[src/rtl/adlib_pkg.sv]
// Shared types and helpers for the AdLib envelope/mix stage.
package adlib_pkg;

    typedef enum logic [2:0] {
        IDLE,
        ATTACK,
        DECAY,
        SUSTAIN,
        RELEASE
    } env_state_t;

    localparam logic [5:0] ENV_MAX = 6'd63;

    // Rate r steps when the low (15-r) counter bits are all ones.
    function automatic logic [14:0] step_mask(input logic [3:0] rate);
        logic [15:0] full;
        full = (16'd1 << (5'd15 - {1'b0, rate})) - 16'd1;
        return full[14:0];
    endfunction

endpackage

[src/rtl/adlib_env_gen.sv]
// Per-operator ADSR envelope: AD/SR registers, state machine, step counter.
// ADLIB_ENV_INSTANT_ATTACK_EN: attack rate 15 jumps straight to full level.
//
// state   | meaning
// IDLE    | silent, env held at 0
// ATTACK  | env rising toward ENV_MAX
// DECAY   | env falling toward the sustain target
// SUSTAIN | env held while key is down
// RELEASE | env falling toward 0 after key-up
module adlib_env_gen
    import adlib_pkg::*;
(
    input  logic       clk,
    input  logic       rst,
    input  logic       tick,
    input  logic       key_rise,
    input  logic       key_fall,
    input  logic [7:0] din,
    input  logic       wr_ad,
    input  logic       wr_sr,
    output logic [5:0] env,
    output env_state_t state
);

    logic [7:0]  ad_reg;
    logic [7:0]  sr_reg;
    logic [14:0] step_cnt;
    logic [3:0]  rate;
    logic [14:0] mask;
    logic        step;
    logic        step_clr;
    logic        instant_attack;
    logic [5:0]  target;
    logic [5:0]  env_inc;
    logic [5:0]  env_dec;
    env_state_t  state_nxt;
    logic [5:0]  env_nxt;

`ifdef ADLIB_ENV_INSTANT_ATTACK_EN
    assign instant_attack = (ad_reg[7:4] == 4'hF);
`else
    assign instant_attack = 1'b0;
`endif

    assign target  = ENV_MAX - {sr_reg[7:4], 2'b00};
    assign env_inc = env + 6'd1;
    assign env_dec = env - 6'd1;

    always_comb begin
        rate = 4'd0;
        case (state)
            ATTACK:  rate = ad_reg[7:4];
            DECAY:   rate = ad_reg[3:0];
            RELEASE: rate = sr_reg[3:0];
            default: rate = 4'd0;
        endcase
    end

    assign mask = step_mask(rate);
    assign step = tick && (rate != 4'd0) && ((step_cnt & mask) == mask);

    // Key edges take priority over any step landing in the same cycle.
    always_comb begin
        state_nxt = state;
        env_nxt   = env;
        if (key_rise) begin
            state_nxt = ATTACK;
        end else if (key_fall && (state == ATTACK || state == DECAY || state == SUSTAIN)) begin
            state_nxt = RELEASE;
        end else begin
            case (state)
                IDLE: env_nxt = '0;
                ATTACK: begin
                    if (instant_attack) begin
                        if (tick && env == ENV_MAX) state_nxt = DECAY;
                        else if (step)              env_nxt   = ENV_MAX;
                    end else if (env == ENV_MAX) begin
                        state_nxt = DECAY;
                    end else if (step) begin
                        env_nxt = env_inc;
                        if (env_inc == ENV_MAX) state_nxt = DECAY;
                    end
                end
                DECAY: begin
                    if (env <= target) begin
                        state_nxt = SUSTAIN;
                    end else if (step) begin
                        env_nxt = env_dec;
                        if (env_dec <= target) state_nxt = SUSTAIN;
                    end
                end
                SUSTAIN: state_nxt = SUSTAIN;
                RELEASE: begin
                    if (env == 6'd0) begin
                        state_nxt = IDLE;
                    end else if (step) begin
                        env_nxt = env_dec;
                        if (env_dec == 6'd0) state_nxt = IDLE;
                    end
                end
                default: state_nxt = IDLE;
            endcase
        end
    end

    assign step_clr = key_rise || (state_nxt != state);

    always_ff @(posedge clk) begin
        if (rst) begin
            state    <= IDLE;
            env      <= '0;
            step_cnt <= '0;
            ad_reg   <= '0;
            sr_reg   <= '0;
        end else begin
            state <= state_nxt;
            env   <= env_nxt;
            if (step_clr)  step_cnt <= '0;
            else if (tick) step_cnt <= step_cnt + 15'd1;
            if (wr_ad) ad_reg <= din;
            if (wr_sr) sr_reg <= din;
        end
    end

endmodule

[src/rtl/adlib_env_mix.sv]
// Envelope and mix stage: tick divider, key edge detect, TL gain and a
// 3-stage pipeline summing both operators into one signed PCM sample.
module adlib_env_mix
    import adlib_pkg::*;
#(
    parameter int ENV_TICK_DIV = 1500
) (
    input  logic               clk,
    input  logic               rst,
    input  logic [7:0]         din,
    input  logic [1:0]         wr_ad,
    input  logic [1:0]         wr_sr,
    input  logic [1:0]         wr_tl,
    input  logic               play,
    input  logic               neg1,
    input  logic [3:0]         value1,
    input  logic               neg2,
    input  logic [3:0]         value2,
    output logic signed [11:0] sample,
    output logic               env_active
);

    localparam int DIV_W = (ENV_TICK_DIV > 1) ? $clog2(ENV_TICK_DIV) : 1;
    localparam logic [DIV_W-1:0] DIV_LAST = DIV_W'(ENV_TICK_DIV - 1);

    logic [DIV_W-1:0] div_cnt;
    logic             tick;
    logic             play_q;
    logic             key_rise;
    logic             key_fall;
    logic [5:0]       tl1, tl2;
    logic [5:0]       env1, env2;
    env_state_t       st1, st2;

    logic [9:0]  p1, p2;
    logic        n1_s1, n2_s1;
    logic [9:0]  m1, m2;
    logic        n1_s2, n2_s2;
    logic [5:0]  g1, g2;
    logic [15:0] pg1, pg2;
    logic [10:0] op1, op2;

    assign tick = (div_cnt == DIV_LAST);

    // Key edges are registered so a play change lands two edges later.
    always_ff @(posedge clk) begin
        if (rst) begin
            div_cnt  <= '0;
            play_q   <= 1'b0;
            key_rise <= 1'b0;
            key_fall <= 1'b0;
            tl1      <= '0;
            tl2      <= '0;
        end else begin
            div_cnt  <= tick ? '0 : div_cnt + DIV_W'(1);
            play_q   <= play;
            key_rise <= play & ~play_q;
            key_fall <= ~play & play_q;
            if (wr_tl[0]) tl1 <= din[5:0];
            if (wr_tl[1]) tl2 <= din[5:0];
        end
    end

    adlib_env_gen u_env1 (
        .clk      (clk),
        .rst      (rst),
        .tick     (tick),
        .key_rise (key_rise),
        .key_fall (key_fall),
        .din      (din),
        .wr_ad    (wr_ad[0]),
        .wr_sr    (wr_sr[0]),
        .env      (env1),
        .state    (st1)
    );

    adlib_env_gen u_env2 (
        .clk      (clk),
        .rst      (rst),
        .tick     (tick),
        .key_rise (key_rise),
        .key_fall (key_fall),
        .din      (din),
        .wr_ad    (wr_ad[1]),
        .wr_sr    (wr_sr[1]),
        .env      (env2),
        .state    (st2)
    );

    assign g1  = ENV_MAX - tl1;
    assign g2  = ENV_MAX - tl2;
    assign pg1 = 16'(p1) * 16'(g1);
    assign pg2 = 16'(p2) * 16'(g2);
    assign op1 = n1_s2 ? (~{1'b0, m1} + 11'd1) : {1'b0, m1};
    assign op2 = n2_s2 ? (~{1'b0, m2} + 11'd1) : {1'b0, m2};

    always_ff @(posedge clk) begin
        if (rst) begin
            p1         <= '0;
            p2         <= '0;
            n1_s1      <= 1'b0;
            n2_s1      <= 1'b0;
            m1         <= '0;
            m2         <= '0;
            n1_s2      <= 1'b0;
            n2_s2      <= 1'b0;
            sample     <= '0;
            env_active <= 1'b0;
        end else begin
            p1         <= 10'(value1) * 10'(env1);
            p2         <= 10'(value2) * 10'(env2);
            n1_s1      <= neg1;
            n2_s1      <= neg2;
            m1         <= pg1[15:6];
            m2         <= pg2[15:6];
            n1_s2      <= n1_s1;
            n2_s2      <= n2_s1;
            sample     <= {op1[10], op1} + {op2[10], op2};
            env_active <= (st1 != IDLE) || (st2 != IDLE);
        end
    end

endmodule

[config.mk]
export PLATFORM = sky130hd
export DESIGN_NAME = adlib_env_mix
export DESIGN_NICKNAME = d
export VERILOG_FILES = /design/src/rtl/adlib_pkg.sv /design/src/rtl/adlib_env_gen.sv /design/src/rtl/adlib_env_mix.sv
export SDC_FILE = /design/constraint.sdc
export NUM_CORES = 1
export LEC_CHECK = 0
export CORE_MARGIN = 10
export CORE_UTILIZATION = 48
export CTS_CLUSTER_DIAMETER = 100
export DETAILED_ROUTE_END_ITERATION = 8
export PLACE_DENSITY = 0.74
export SLEW_MARGIN = 15
export SYNTH_ARGS = -nofsm -noshare
export SYNTH_HDL_FRONTEND = slang
export SYNTH_SLANG_ARGS = --single-unit
[constraint.sdc]
create_clock -name clk -period 4.3 [get_ports clk]
set_input_delay 0.86 -clock clk [delete_from_list [all_inputs] [get_ports clk]]
set_output_delay 0.86 -clock clk [all_outputs]
set_load 0.005 [all_outputs]
==> impl_metrics.ini <==
[yosys]
synth_top_area_share = 0.240
synth_cells = 1596
synth_fp_nets = 1818
synth_warnings = 0
syn_area_per_cell_um2 = 8.52
syn_area_um2 = 13600
synth_top_area_cell = dfxtp_1
synth_seq_cells = 163
yosys-top-cells-area = dfxtp_1, fa_1, ha_1
synth-edff-count = 0
synth_cell_types = 82
synthFlopType = dfxtp_1
ys_seq_area_frac = 0.240
synthArstFlopShare = 0

[power_and_ir_drop]
leakagePower_nw = 6.84
power-per-cell-area_nw_per_um2 = 267
p_seq_frac = 0.413
p_comb_frac = 0.184
sw_frac_of_total = 0.272
p_int_mw = 2.93
pwr-share-clk = 0.403
p_sw_mw = 1.10
ir_worst_vdd_v = 0.000269

[setup_path]
critPathArrivalTime_ns = 4.42
required_ns = 4.65
critPathMaxFanout = 10
cp-end-kind = flop
crit_type = flop to flop
setup.worst_path.start_class = flop

[grt]
use_met2 = 0.299
grt_usage = 0.172
grt_overflow_total = 0
grt_pass1_wl_mm = 52.1
gr-max-usage-layer = met2
met3_usage = 0.0284
grt_pass1_vias = 11000
gr-usage-met1 = 0.209
grt_max_degree = 97
grt_antenna_before_repair = 3

[clock_tree]
cts_sinks = 163
cts-root-buf = clkbuf_16
hold_buffers = 0
cts_resized = 0
clk_latency_ns = 0.43
post_cts_buffers = 0
numCtsBuffers = 17
cts_tree = yes
cts.clk_slew.worst_paths_ns = 0.07
htreeDepth = 4
cts_buffer_depth = 2

[cells_and_area]
final-seq-area_um2 = 3260
area_growth_pct = 11.2
nFillCells = 2515
finalNonFillerCells = 2015
multi_input_area_um2 = 9510
stdcell_area_um2 = 15100
drive_gt1_frac = 0.0679
nets = 1846
top_regs = u_env1.step_cnt (15), u_env2.step_cnt (15), sample (12)

[outcome]
outcome = finished clean

[drt]
wire_per_inst_um = 15.2
first_iter_violations = 738
drt_wl_total_mm = 30.5
via_per_inst = 5.50
antenna_left = 0
drc = 0
drt_first_pass_iters = 6
num_vias = 11100

[floorplan]
die_area_um2 = 35500
die_h_um = 188
core_um2 = 27900
die-width_um = 188
start_util = 0.488
io_pins = 40
rows = 61

[timing]
finalSetupViolCount = 0
fin_crit_sh = 0.947
tightest_slew_ns = 0.932
setup-tns-final_ns = 0
hold_viol_final = 0
timing.slew.headroom = 0.379
max_freq_mhz = 245
min_period_ns = 4.07
rsz0062_at_grt = false
clock-skew-final_ns = 0.00928
slew_violations = 0

[place]
port_buffers = 39
place_congestion = 0.892
dp_hpwl_mm = 23.3
dp.cells = 1983
postPlaceCellArea_um2 = 14500

[hold_path]
worst_hold_path_type = flop to flop

[flow_run]
drv_cap = 0
-- cells in the final DEF (no fill, tap or decap), types with 14 or more instances in the layout --
| cell | count |
|---|---|
| nor2_1 | 175 |
| fa_1 | 81 |
| o21ai_0 | 37 |
| mux2i_1 | 49 |
| nand2_1 | 75 |
| nand3_1 | 45 |
| clkdlybuf4s50_1 | 38 |
| dfxtp_1 | 162 |
| buf_4 | 48 |
| nor2b_1 | 50 |
| clkbuf_16 | 17 |
| a21o_1 | 17 |
| xnor2_1 | 62 |
| ha_1 | 114 |
| and2_1 | 49 |
| and3_1 | 21 |
| nor3_1 | 45 |
| nand3b_1 | 14 |
| xor2_1 | 33 |
| a31oi_1 | 16 |
| a21oi_1 | 54 |
| nand2b_1 | 94 |
| inv_1 | 134 |
-- worst max-delay path, cell delays in order (launching register included) --
cell and delay, ns:
dfxtp_1 0.50, nand3b_1 0.13, a21oi_1 0.53, o22ai_1 0.22, nor2_1 0.22, nand2_1 0.09, ha_1 0.32, o21ai_0 0.19
buf_4 0.20, a211oi_1 0.05, nor4_1 0.36, and4b_1 0.38, nand3_4 0.09, or4_1 0.49, a31oi_1 0.20
-- path summary, 6_finish.rpt --
check                                     start            end  slack [ns]  cells after the start
worst max-delay path            u_env2.state[2]  u_env2.env[2]        0.23                     14
worst min-delay path                     play_q       key_rise        0.41                      1
worst max register to register  u_env2.state[2]  u_env2.env[2]        0.23                     14
worst min register to register           play_q       key_rise        0.41                      1
-- cells by family (layout without fill, tap and decap cells) --
logic type      Yosys count  after routing  synth area share
simple gates            654            654             0.261
compound gates          229            229             0.116
buf+inv                 211            250            0.0623
fa+ha+maj               195            195             0.224
flops                   163            163             0.240
xor+xnor                 95             95            0.0612
mux                      49             49            0.0361
other cells               0              2                 0
-- layer usage --
metal,up-vias,wire length (um)
li1,5470,-
met1,5294,13600
met2,259,14900
met3,54,1310
met4,2,697
met5,-,10
-- power groups by stage --
stage	clock network [mW]	logic [mW]	registers, mW
2_1_floorplan	0	0.561	1.66
3_3_place_gp	0	0.715	1.69
3_5_place_dp	0	0.738	1.70
4_1_cts	1.65	0.749	1.66
5_1_grt	1.71	0.853	1.68
6_report	1.62	0.742	1.66
-- metrics by stage --
| stage | total power [mW] | hold slack, ns | worst slack [ns] | utilization |
|---|---|---|---|---|
| finish | 4.03 | 0.407 | 0.226 | 0.543 |
| global route | 4.24 | 0.434 | 0.00490 | 0.543 |
| CTS | 4.06 | 0.408 | 0.0900 | 0.541 |
| detailed placement | 2.43 | 0.399 | 0.0843 | 0.519 |
| global placement | 2.41 | 0.393 | 0.128 | 0.519 |
| floorplan | 2.22 | 0.383 | 0.319 | - |
-- cell usage after synthesis, drive strengths merged, types with 4 or more instances --
master,count
nor2,175
dfxtp,163
inv,134
ha,114
nand2b,94
fa,81
nand2,75
xnor2,62
a21oi,54
and2,52
clkbuf,52
nor2b,51
mux2i,49
nand3,46
nor3,46
o21ai,40
xor2,33
buf,25
and3,21
a21o,17
a211oi,16
a31oi,16
nor4,15
nand3b,14
nand4,10
or3,10
o21a,8
o21bai,8
a221oi,7
nor3b,7
o2111ai,7
o31ai,7
or2,7
or4,7
a211o,5
a21boi,5
and4bb,5
a41oi,4
and4b,4
o41ai,4
-- layout make-up --
type	instances	share of cell area
clock buffers	21	0.0305
well taps	378	0.0313
clock inverters	9	0.0103
diodes	2	0.000331
inverters	134	0.0333
repair buffers	86	0.0490
flip-flops and latches	163	0.216
multi-input cells	1222	0.629
(Power assumes the default switching activity.)
